$ cat src/rtl/rnn_pkg.sv
// Shared types and helpers for the RNN timestep controller: FSM states,
// fixed-point format constant, and the 16-bit saturating clamp.
package rnn_pkg;

    typedef enum logic [2:0] {
        IDLE,
        MAC_X,
        MAC_H,
        FIN,
        COMMIT,
        DENSE,
        OUT,
        DONE
    } state_t;

    localparam int unsigned FRAC  = 8;
    localparam int unsigned SAT_W = 64;

    typedef struct packed {
        logic        clamped;
        logic [15:0] val;
    } sat_t;

    // Callers sign-extend their accumulator sum to SAT_W bits before clamping.
    function automatic sat_t sat16(input logic signed [SAT_W-1:0] v);
        sat_t r;
        if (v > 64'sd32767) begin
            r.clamped = 1'b1;
            r.val     = 16'h7FFF;
        end else if (v < -64'sd32768) begin
            r.clamped = 1'b1;
            r.val     = 16'h8000;
        end else begin
            r.clamped = 1'b0;
            r.val     = v[15:0];
        end
        return r;
    endfunction

endpackage

$ cat src/rtl/rnn_mac.sv
// Signed 16x16 multiply-accumulate: each enabled cycle adds the product
// shifted right (floor) by FRAC into a wrapping ACC_W-bit accumulator.
module rnn_mac #(
    parameter int unsigned ACC_W = 32,
    parameter int unsigned FRAC  = rnn_pkg::FRAC
) (
    input  logic                    clk,
    input  logic                    rst_n,
    input  logic                    clr,
    input  logic                    en,
    input  logic signed [15:0]      a,
    input  logic signed [15:0]      b,
    output logic signed [ACC_W-1:0] acc
);

    logic signed [31:0]      w_prod;
    logic signed [31:0]      w_term;
    logic signed [ACC_W-1:0] r_acc;

    assign w_prod = 32'(a) * 32'(b);
    assign w_term = w_prod >>> FRAC;

    always_ff @(posedge clk) begin
        if (!rst_n) begin
            r_acc <= '0;
        end else if (clr) begin
            r_acc <= '0;
        end else if (en) begin
            r_acc <= r_acc + ACC_W'(w_term);
        end
    end

    assign acc = r_acc;

endmodule

$ cat src/rtl/rnn_sequencer.sv
// RNN timestep controller: computes every hidden unit with ReLU, commits the
// new hidden vector, then evaluates the dense output layer.
module rnn_sequencer #(
    parameter int unsigned IN_BITS  = 2,
    parameter int unsigned HID_BITS = 4,
    parameter int unsigned FRAC     = rnn_pkg::FRAC,
    parameter int unsigned ACC_W    = 32
) (
    input  logic                clk,
    input  logic                rst_n,
    input  logic                start,
    output logic                busy,
    output logic                done,
    output logic                ovf,
    output logic [15:0]         y_out,
    output logic [IN_BITS-1:0]  x_sel,
    input  logic [15:0]         x_data,
    output logic [IN_BITS-1:0]  w0_sel_r,
    output logic [HID_BITS-1:0] w0_sel_c,
    input  logic [15:0]         w0_data,
    output logic [HID_BITS-1:0] w1_sel_r,
    output logic [HID_BITS-1:0] w1_sel_c,
    input  logic [15:0]         w1_data,
    output logic [HID_BITS-1:0] b_sel,
    input  logic [15:0]         b_data,
    output logic [HID_BITS-1:0] h_sel,
    input  logic [15:0]         h_data,
    output logic                h_write,
    output logic [15:0]         h_wdata,
    output logic [HID_BITS-1:0] d_sel,
    input  logic [15:0]         d_data,
    input  logic [15:0]         dense_bias
);

    import rnn_pkg::*;

    localparam int unsigned IN_LEN  = 2 ** IN_BITS;
    localparam int unsigned HID_LEN = 2 ** HID_BITS;

    state_t                  r_state;
    state_t                  w_next;
    logic [HID_BITS-1:0]     r_cnt;
    logic [HID_BITS-1:0]     r_j;
    logic [15:0]             r_buf [HID_LEN];
    logic                    r_ovf;
    logic [15:0]             r_y;

    logic                    w_mac_clr;
    logic                    w_mac_en;
    logic signed [15:0]      w_mac_a;
    logic signed [15:0]      w_mac_b;
    logic signed [ACC_W-1:0] w_acc;

    logic                    w_last_in;
    logic                    w_last_hid;
    logic signed [ACC_W-1:0] w_fin_sum;
    logic signed [ACC_W-1:0] w_out_sum;
    sat_t                    w_fin_sat;
    sat_t                    w_out_sat;
    logic [15:0]             w_relu;

    rnn_mac #(
        .ACC_W (ACC_W),
        .FRAC  (FRAC)
    ) u_mac (
        .clk   (clk),
        .rst_n (rst_n),
        .clr   (w_mac_clr),
        .en    (w_mac_en),
        .a     (w_mac_a),
        .b     (w_mac_b),
        .acc   (w_acc)
    );

    assign w_last_in  = (r_cnt == HID_BITS'(IN_LEN - 1));
    assign w_last_hid = (r_cnt == '1);
    assign w_fin_sum  = w_acc + ACC_W'(signed'(b_data));
    assign w_out_sum  = w_acc + ACC_W'(signed'(dense_bias));
    assign w_fin_sat  = sat16(SAT_W'(w_fin_sum));
    assign w_out_sat  = sat16(SAT_W'(w_out_sum));
    assign w_relu     = w_fin_sat.val[15] ? '0 : w_fin_sat.val;

    always_ff @(posedge clk) begin
        if (!rst_n) begin
            r_state <= IDLE;
        end else begin
            r_state <= w_next;
        end
    end

    always_comb begin
        w_next    = r_state;
        busy      = (r_state != IDLE);
        done      = 1'b0;
        x_sel     = '0;
        w0_sel_r  = '0;
        w0_sel_c  = '0;
        w1_sel_r  = '0;
        w1_sel_c  = '0;
        b_sel     = '0;
        h_sel     = '0;
        h_write   = 1'b0;
        h_wdata   = '0;
        d_sel     = '0;
        w_mac_clr = 1'b0;
        w_mac_en  = 1'b0;
        w_mac_a   = '0;
        w_mac_b   = '0;
        unique case (r_state)
            IDLE: begin
                if (start) begin
                    w_mac_clr = 1'b1;
                    w_next    = MAC_X;
                end
            end
            MAC_X: begin
                x_sel    = r_cnt[IN_BITS-1:0];
                w0_sel_r = r_cnt[IN_BITS-1:0];
                w0_sel_c = r_j;
                w_mac_en = 1'b1;
                w_mac_a  = x_data;
                w_mac_b  = w0_data;
                if (w_last_in) w_next = MAC_H;
            end
            MAC_H: begin
                h_sel    = r_cnt;
                w1_sel_r = r_cnt;
                w1_sel_c = r_j;
                w_mac_en = 1'b1;
                w_mac_a  = h_data;
                w_mac_b  = w1_data;
                if (w_last_hid) w_next = FIN;
            end
            FIN: begin
                b_sel     = r_j;
                w_mac_clr = 1'b1;
                w_next    = (r_j == '1) ? COMMIT : MAC_X;
            end
            COMMIT: begin
                // Write strobe drops with reset so an aborted commit leaves
                // the current entry untouched.
                h_write = rst_n;
                h_sel   = r_cnt;
                h_wdata = r_buf[r_cnt];
                if (w_last_hid) w_next = DENSE;
            end
            DENSE: begin
                d_sel    = r_cnt;
                w_mac_en = 1'b1;
                w_mac_a  = d_data;
                w_mac_b  = r_buf[r_cnt];
                if (w_last_hid) w_next = OUT;
            end
            OUT: begin
                w_next = DONE;
            end
            DONE: begin
                done   = 1'b1;
                w_next = IDLE;
            end
            default: w_next = IDLE;
        endcase
    end

    always_ff @(posedge clk) begin
        if (!rst_n) begin
            r_cnt <= '0;
            r_j   <= '0;
            r_ovf <= 1'b0;
            r_y   <= '0;
        end else begin
            unique case (r_state)
                IDLE: begin
                    if (start) begin
                        r_cnt <= '0;
                        r_j   <= '0;
                        r_ovf <= 1'b0;
                    end
                end
                MAC_X: r_cnt <= w_last_in ? '0 : r_cnt + 1'b1;
                MAC_H, COMMIT, DENSE: r_cnt <= r_cnt + 1'b1;
                FIN: begin
                    r_cnt <= '0;
                    r_j   <= r_j + 1'b1;
                    // Negative results are zeroed by ReLU; only the upper clamp flags.
                    if (w_fin_sat.clamped && !w_fin_sat.val[15]) r_ovf <= 1'b1;
                end
                OUT: begin
                    r_y <= w_out_sat.val;
                    if (w_out_sat.clamped) r_ovf <= 1'b1;
                end
                default: ;
            endcase
        end
    end

    always_ff @(posedge clk) begin
        if (rst_n && r_state == FIN) begin
            r_buf[r_j] <= w_relu;
        end
    end

    assign ovf   = r_ovf;
    assign y_out = r_y;

endmodule

$ cat config.mk
export PLATFORM = sky130hd
export DESIGN_NAME = rnn_sequencer
export DESIGN_NICKNAME = d
export VERILOG_FILES = /design/src/rtl/rnn_pkg.sv /design/src/rtl/rnn_mac.sv /design/src/rtl/rnn_sequencer.sv
export SDC_FILE = /design/constraint.sdc
export NUM_CORES = 1
export LEC_CHECK = 0
export ABC_CLOCK_PERIOD_IN_PS = 13700
export CORE_MARGIN = 2
export CORE_UTILIZATION = 62
export DETAILED_ROUTE_END_ITERATION = 10
export PLACE_DENSITY = 0.83
export SYNTH_ARGS = -nofsm -noshare
export SYNTH_HDL_FRONTEND = slang
export SYNTH_HIERARCHICAL = 1
export SYNTH_SLANG_ARGS = --single-unit
$ cat constraint.sdc
create_clock -name clk -period 13.7 [get_ports clk]
set_input_delay 2.74 -clock clk [delete_from_list [all_inputs] [get_ports clk]]
set_output_delay 2.74 -clock clk [all_outputs]
set_load 0.02 [all_outputs]
# ---- After elaboration in Yosys (flattened, before gate mapping)
# Memory sizes are Yosys's and may differ from the RTL's. A register that Yosys moved wholly into a read port is not among the register bits.
# Index checks and enable logic that the tools add are counted.
dict set report word_totals {
  regBits 60
  ram_bits 240
  in_bits 115
  out_inout_bits 64
  wordCells 90
  memories 1
}
# name depth width read_ports rd_ports_with_merged_regs write_ports line
set memory_table {}
lappend memory_table {r_buf 16 15 1 1 1 rnn_sequencer.sv:44} ;# logic [15:0] r_buf [HID_LEN];
dict set report classes {
  add_sub_neg 5
  mul 1
  order_cmp 4
  eq_ne 17
  muxes 39
  bitwise 1
  n_reduce_logical 16
}
# operator n
set op_table {}
lappend op_table {{16-bit one-hot mux with 3 select lines} 2}
lappend op_table {{17-bit 2-to-1 mux} 4}
lappend op_table {{32-bit by 16-bit adder with 32-bit output} 2}
lappend op_table {{32-bit by 16-bit > comparator with 1-bit output (second input constant)} 2}
lappend op_table {{32-bit by 16-bit less-than comparator with 1-bit output (second input constant)} 2}
lappend op_table {{4-bit 2-to-1 mux} 10}
lappend op_table {{32-bit by 24-bit adder with 32-bit output} 1}
lappend op_table {{16-bit by 16-bit multiplier with 32-bit output} 1}
lappend op_table {{3-bit one-hot mux with 8 select lines} 1}
lappend op_table {{3-bit 2-to-1 mux} 6}
lappend op_table {{16-bit 2-to-1 mux} 1}
lappend op_table {{4-bit one-hot mux with 4 select lines} 1}
lappend op_table {{15-bit 2-to-1 mux} 1}
lappend op_table {{2-bit != test (second input constant)} 7}
lappend op_table {{3-bit equality test (second input constant)} 4}
lappend op_table {{1-bit 2-to-1 mux} 9}
lappend op_table {{4-bit by 1-bit adder with 4-bit output (second input constant)} 2}
lappend op_table {{4-bit equality test (second input constant)} 2}
lappend op_table {{4-bit one-hot mux with 2 select lines} 1}
lappend op_table {{3-bit by 2-bit equality test with 1-bit output (second input constant)} 2}
lappend op_table {{3-bit nonzero test} 2}
lappend op_table {{3-bit OR reduction} 2}
lappend op_table {{5-bit AND reduction} 1}
lappend op_table {{4-bit by 2-bit equality test with 1-bit output (second input constant)} 1}
lappend op_table {{other kinds (13)} 16}

# ---- Depth between registers and ports, before layout
dict set report logic_depth {
  depth_word 8
  mapped_depth 43
  depth_no_buf 40
}

# ---- By module
# Netlist, hierarchy kept.
# module n_inst cells_each area_per_inst_um2 seq_area_each_um2
set modules_own_cells {}
lappend modules_own_cells {rnn_sequencer 1 1222 15225.9 7847.5}
lappend modules_own_cells {rnn_mac 1 1392 12336.8 640.6}

# ---- Least setup slack after synthesis
# Ideal clock, no wire load.
dict set report synth_timing {
  path_type {input to register}
  start {input w0_data[1]}
  end {register u_mac.r_acc[31], in the netlist u_mac/acc[31]}
  setup_time_ns 0.070
  t_arrival_ns 11.000
  t_required_ns 13.630
  path_slack_ns 2.629
  path_stages 36
  path_buffers 1
  path_cell_list {mux2_2 -> a22o_1 -> clkbuf_1 -> nand2_1 -> inv_1 -> fa_1 -> inv_1 -> fa_1 -> inv_1 -> fa_1 -> fa_1 -> fa_1 -> inv_1 -> fa_1 -> inv_1 -> ha_1 -> or3_2 -> o211ai_1 -> o311ai_0 -> a32oi_1 -> a21oi_1 -> a211oi_1 -> o21bai_1 -> a21oi_1 -> xnor2_1 -> ha_1 -> a21o_1 -> a21o_1 -> a211oi_1 -> and3b_1 -> a211o_1 -> a311oi_1 -> a211oi_2 -> xnor2_1 -> or3_1 -> a21oi_1}
}
dict set report synth_via {
  elab_chain_len 3
}
# item line
set synth_lines {}
lappend synth_lines {{start, declared} rnn_sequencer.sv:20} ;# input logic [15:0] w0_data,
lappend synth_lines {{16-bit one-hot mux with 3 select lines} rnn_sequencer.sv:109} ;# unique case (r_state)
lappend synth_lines {{via w_mac_b[1]} rnn_sequencer.sv:51} ;# logic signed [15:0] w_mac_b;
lappend synth_lines {{16-bit by 16-bit multiplier with 32-bit output} rnn_mac.sv:20} ;# assign w_prod = 32'(a) * 32'(b);
lappend synth_lines {{32-bit by 24-bit adder with 32-bit output} rnn_mac.sv:29} ;# r_acc <= r_acc + ACC_W'(w_term);
lappend synth_lines {{end signal, assigned} rnn_mac.sv:29}
lappend synth_lines {{end, declared} rnn_mac.sv:18} ;# logic signed [ACC_W-1:0] r_acc;
# The timed path passes the listed nets, and every way through them passes these cells.
# A chain may end at the register's enable or synchronous reset.

# ---- Worst setup path in the final report
dict set report layout_timing {
  start {input w0_data[3]}
  end {register u_mac.r_acc[31], in the netlist u_mac/acc[31]}
}
# Same word-level chain as after synthesis.

==> tab_implementation.tex <==
\begin{tabular}{lr}
\hline
Metric & Value \\
\hline
\multicolumn{2}{l}{\textbf{Logic synthesis}} \\
\quad Synth cell count leaders & sky130\_fd\_sc\_hd\_\_inv\_1, sky130\_fd\_sc\_hd\_\_fa\_1, sky130\_fd\_sc\_hd\_\_edfxtp\_1 \\
\quad Number of distinct library cells after synthesis & 90 \\
\quad Synthesized cell area & 27,560 sq um \\
\quad Cells taking the most area after synthesis & sky130\_fd\_sc\_hd\_\_edfxtp\_1, sky130\_fd\_sc\_hd\_\_fa\_1, sky130\_fd\_sc\_hd\_\_ha\_1 \\
\quad Most instantiated flip-flop cell in the synthesis netlist & sky130\_fd\_sc\_hd\_\_edfxtp\_1 \\
\quad Number of warnings reported in the yosys synthesis log & 6 \\
\quad Most instantiated library cell after synthesis & sky130\_fd\_sc\_hd\_\_inv\_1 \\
\quad Synthesized-area fraction occupied by and/or/nand/nor cells & 13.16\% \\
\quad Mean Syn Cell Area & 10.54 sq um \\
\quad Cell type with the highest aggregate area in the netlist & sky130\_fd\_sc\_hd\_\_edfxtp\_1 \\
\quad Asr flop ratio synth & 0\% \\
\quad Share of the yosys chip area belonging to registers & 30.80\% \\
\quad Post-synthesis adder-cell area fraction & 27.57\% \\
\quad Share of synthesized area spent on multiplexers & 7.504\% \\
\quad Share of Yosys cell area claimed by the top area cell type & 26.15\% \\
\quad Largest family of logic cells by synthesized area & adder cells \\
\quad Area fraction in compound gates after synthesis & 10.98\% \\
\quad Post-synth EDFFs & 240 \\
\quad Synth Area in XOR/XNOR & 3.427\% \\
\quad Flop and latch count out of synthesis & 304 \\
\quad Gate count after technology mapping & 2,614 \\
\quad Syn nets & 3,178 \\
\multicolumn{2}{l}{\textbf{Clock network}} \\
\quad Number of hold buffers added after CTS & 0 \\
\quad Number of cells upsized or downsized after cts & 0 \\
\quad Buffer levels on the longest clock path & 3 \\
\quad Clock sink total & 304 \\
\quad Post-CTS setup buffer count & 0 \\
\quad Clock slew at reported path FFs & 70 ps \\
\quad Clock tree from TritonCTS & done \\
\quad Number of clock buffers inserted by TritonCTS & 27 \\
\quad Clock latency of the later-clocked register in the worst-skew pair & 580 ps \\
\quad H-tree depth & 1 \\
\quad Library cell used as clock root buffer & sky130\_fd\_sc\_hd\_\_clkbuf\_16 \\
\multicolumn{2}{l}{\textbf{Routing}} \\
\quad First-pass detailed-route iteration total & 7 \\
\quad Number of antenna-violating nets in the routed design & 0 \\
\quad Detail-routed net length per standard cell & 22.30 um \\
\quad Count of vias placed by the detailed router & 20.73k \\
\quad Total length of routed met2 wires & 37.36 mm \\
\quad Total routed wirelength & 75.14 mm \\
\quad Residual DRC count & 0 \\
\quad Topmost layer with routed signal wires & met4 \\
\quad WL met3 & 6.789 mm \\
\quad 1st-iter DRT viols & 1,845 \\
\quad Per-cell via count in the routed design & 6.152 \\
\quad M1 wire length & 28.25 mm \\
\multicolumn{2}{l}{\textbf{Placed design}} \\
\quad Setup WS pre-CTS & 1449 ps \\
\quad Cell count after placement & 3,315 \\
\quad Count of buffers inserted at the top-level ports & 177 \\
\quad Last weighted congestion value of the routability-driven placer & 0.9538 \\
\quad Post-DP HPWL & 55.34 mm \\
\multicolumn{2}{l}{\textbf{STA}} \\
\quad Slew Limit Headroom & 19.45\% \\
\quad Min cycle time layout & 11,730 ps \\
\quad Pin slew with the least headroom to its limit & 1207 ps \\
\quad Setup TNS & 0 ps \\
\quad Final clock period utilization by the worst path & 85.63\% \\
\quad Worst clock skew & 20.83 ps \\
\quad Maximum clock rate & 85.24 MHz \\
\quad Setup repair after global routing missed its margin & false \\
\quad Hold Vio Cnt, Final & 0 \\
\quad Final max-slew violation count & 0 \\
\quad Final worst-path setup slack & 1968 ps \\
\quad Endpoints failing setup & 0 \\
\multicolumn{2}{l}{\textbf{Die}} \\
\quad Number of core rows & 77 \\
\quad Floorplan die height & 214.8 um \\
\quad Die area & 46,160 sq um \\
\quad Total I/O pin count & 179 \\
\quad Starting density of the core & 62.60\% \\
\quad Placeable Area & 44,030 sq um \\
\quad Die boundary width & 214.8 um \\
\multicolumn{2}{l}{\textbf{Layout}} \\
\quad Register area & 8494 sq um \\
\quad Fillers & 3,129 \\
\quad Share of layout cells above drive strength 1 & 7.681\% \\
\quad Area growth syn-to-layout & 11.85\% \\
\quad \# nets final & 3,316 \\
\quad Area occupied by multi-input gates & 17,320 sq um \\
\quad Non-Filler Instances & 3,369 \\
\multicolumn{2}{l}{\textbf{Setup path}} \\
\quad Maximum single-stage delay on the critical path & 590 ps \\
\quad Number of cells on the worst reg-to-reg path & 36 \\
\quad Data arrival, critical path & 12,240 ps \\
\quad Data required time of the critical path & 14,210 ps \\
\quad Crit path launch type & input port \\
\quad Maximum fanout encountered on the critical timing path & 16 \\
\quad Highest-delay cell along the critical path & sky130\_fd\_sc\_hd\_\_fa\_1 \\
\quad Crit end category & register \\
\quad Most frequent CP cell & sky130\_fd\_sc\_hd\_\_fa\_1 \\
\quad Worst Setup Path Type & input port to register \\
\multicolumn{2}{l}{\textbf{Job}} \\
\quad Max-cap viol count & 0 \\
\multicolumn{2}{l}{\textbf{GRT}} \\
\quad Number of global-route vias before repair & 21.99k \\
\quad Leftover overflow at the end of global routing & 0 \\
\quad Pin count of the biggest net entering global routing & 49 \\
\quad Global-route wire length before repair & 120.2 mm \\
\quad Global-route total usage across every layer & 33.36\% \\
\quad Initial antenna violation count & 0 \\
\multicolumn{2}{l}{\textbf{Power and ir drop}} \\
\quad Maximum VDD drop & 0.1924 mV \\
\quad Pleak & 13.07 nW \\
\quad Total power & 0.007287 W \\
\quad Power density over the cells & 236.3 nW/um\^{}2 \\
\multicolumn{2}{l}{\textbf{Min path}} \\
\quad Hold Path Depth & 2 \\
\quad HP Class & register to register \\
\multicolumn{2}{l}{\textbf{Run status}} \\
\quad Outcome & finished, final reports clean \\
\hline
\end{tabular}
==> worst max-delay path, delay by kind of cell <==
family          cells  cell delay (ps)
fa+ha+maj           8             3730
compound gates     15             3190
simple gates        4             1280
buf+inv             5              720
mux                 1              310
xor+xnor            2              270
==> metrics by stage <==
step / utilization [%] / hold WS (ps) / instance area, sq um
CTS: 70.00 / 487.0 / 30820
detailed placement: 67.99 / 472.8 / 29940
global placement: 67.99 / 470.4 / 29940
global route: 70.00 / 510.2 / 30820
floorplan: - / 478.1 / 27560
finish: 70.02 / 485.8 / 30830
==> logic make-up after synthesis <==
family / after synthesis
buffers and inverters: 457
AND/OR/NAND/NOR: 731
XOR/XNOR: 107
adder cells (fa/ha/maj): 449
other: 1
flip-flops: 304
AO/OA/AOI/OAI: 454
multiplexers: 111
==> where the power goes <==
part	switching, W	total, W	internal [W]	leakage, nW
combinational	0.00325	0.00538	0.00213	9.96
clock	0.000355	0.000765	0.000410	0.426
sequential	0.0000766	0.00115	0.00107	2.68
total	0.00368	0.00729	0.00360	13.1
==> sequential cells by signal (all words and copies together) (netlist names), named ones only <==
register / flops
r_buf: 240
ovf: 1
r_j: 4
u_mac/acc: 32
r_state: 3
y_out: 16
r_cnt: 4
==> path summary, 6_finish.rpt <==
path / startpoint / slack [ps] / end
hold reg to reg: y_out[10] / 490 / y_out[10]
hold / removal: y_out[10] / 490 / y_out[10]
setup reg to reg: register / 2080 / u_mac/acc[29]
setup / recovery: w0_data[3] / 1970 / u_mac/acc[31]
==> metal layers <==
metal  up-vias  global-route usage (%)
li1       9262                       -
met1     10210                   41.85
met2      1054                   57.98
met5         -                       0
met3       201                   6.214
met4         0                   11.97
==> cell usage in the layout (no fill, tap or decap), types with 23 or more instances in the layout <==
master,netlist,final
sky130_fd_sc_hd__fa_1,264,264
sky130_fd_sc_hd__clkdlybuf4s50_1,0,177
sky130_fd_sc_hd__and2_1,167,167
sky130_fd_sc_hd__inv_1,349,349
sky130_fd_sc_hd__a21oi_1,116,116
sky130_fd_sc_hd__xnor2_1,69,69
sky130_fd_sc_hd__o21a_1,37,37
sky130_fd_sc_hd__nand2b_1,23,23
sky130_fd_sc_hd__nor2_1,129,129
sky130_fd_sc_hd__a21o_1,46,46
sky130_fd_sc_hd__xor2_1,37,37
sky130_fd_sc_hd__clkbuf_16,0,27
sky130_fd_sc_hd__nand4_1,28,28
sky130_fd_sc_hd__o21ai_0,81,78
sky130_fd_sc_hd__ha_1,185,185
sky130_fd_sc_hd__dfxtp_1,64,61
sky130_fd_sc_hd__edfxtp_1,240,240
sky130_fd_sc_hd__nand3_1,31,31
sky130_fd_sc_hd__nand2_1,239,239
sky130_fd_sc_hd__mux4_2,75,75
sky130_fd_sc_hd__a31oi_1,27,27
sky130_fd_sc_hd__nor3_1,30,26
sky130_fd_sc_hd__buf_4,3,40
==> layout make-up <==
cell class / instances / share of cell area [%]
diodes: 4 / 0.03247
clock buffers: 35 / 2.419
clock inverters: 15 / 0.4505
inverters: 349 / 4.249
multi-input cells: 1853 / 56.17
flip-flops and latches: 304 / 27.55
well taps: 592 / 2.403
repair buffers: 217 / 6.721
No activity file was read; power rests on OpenSTA's default activity.
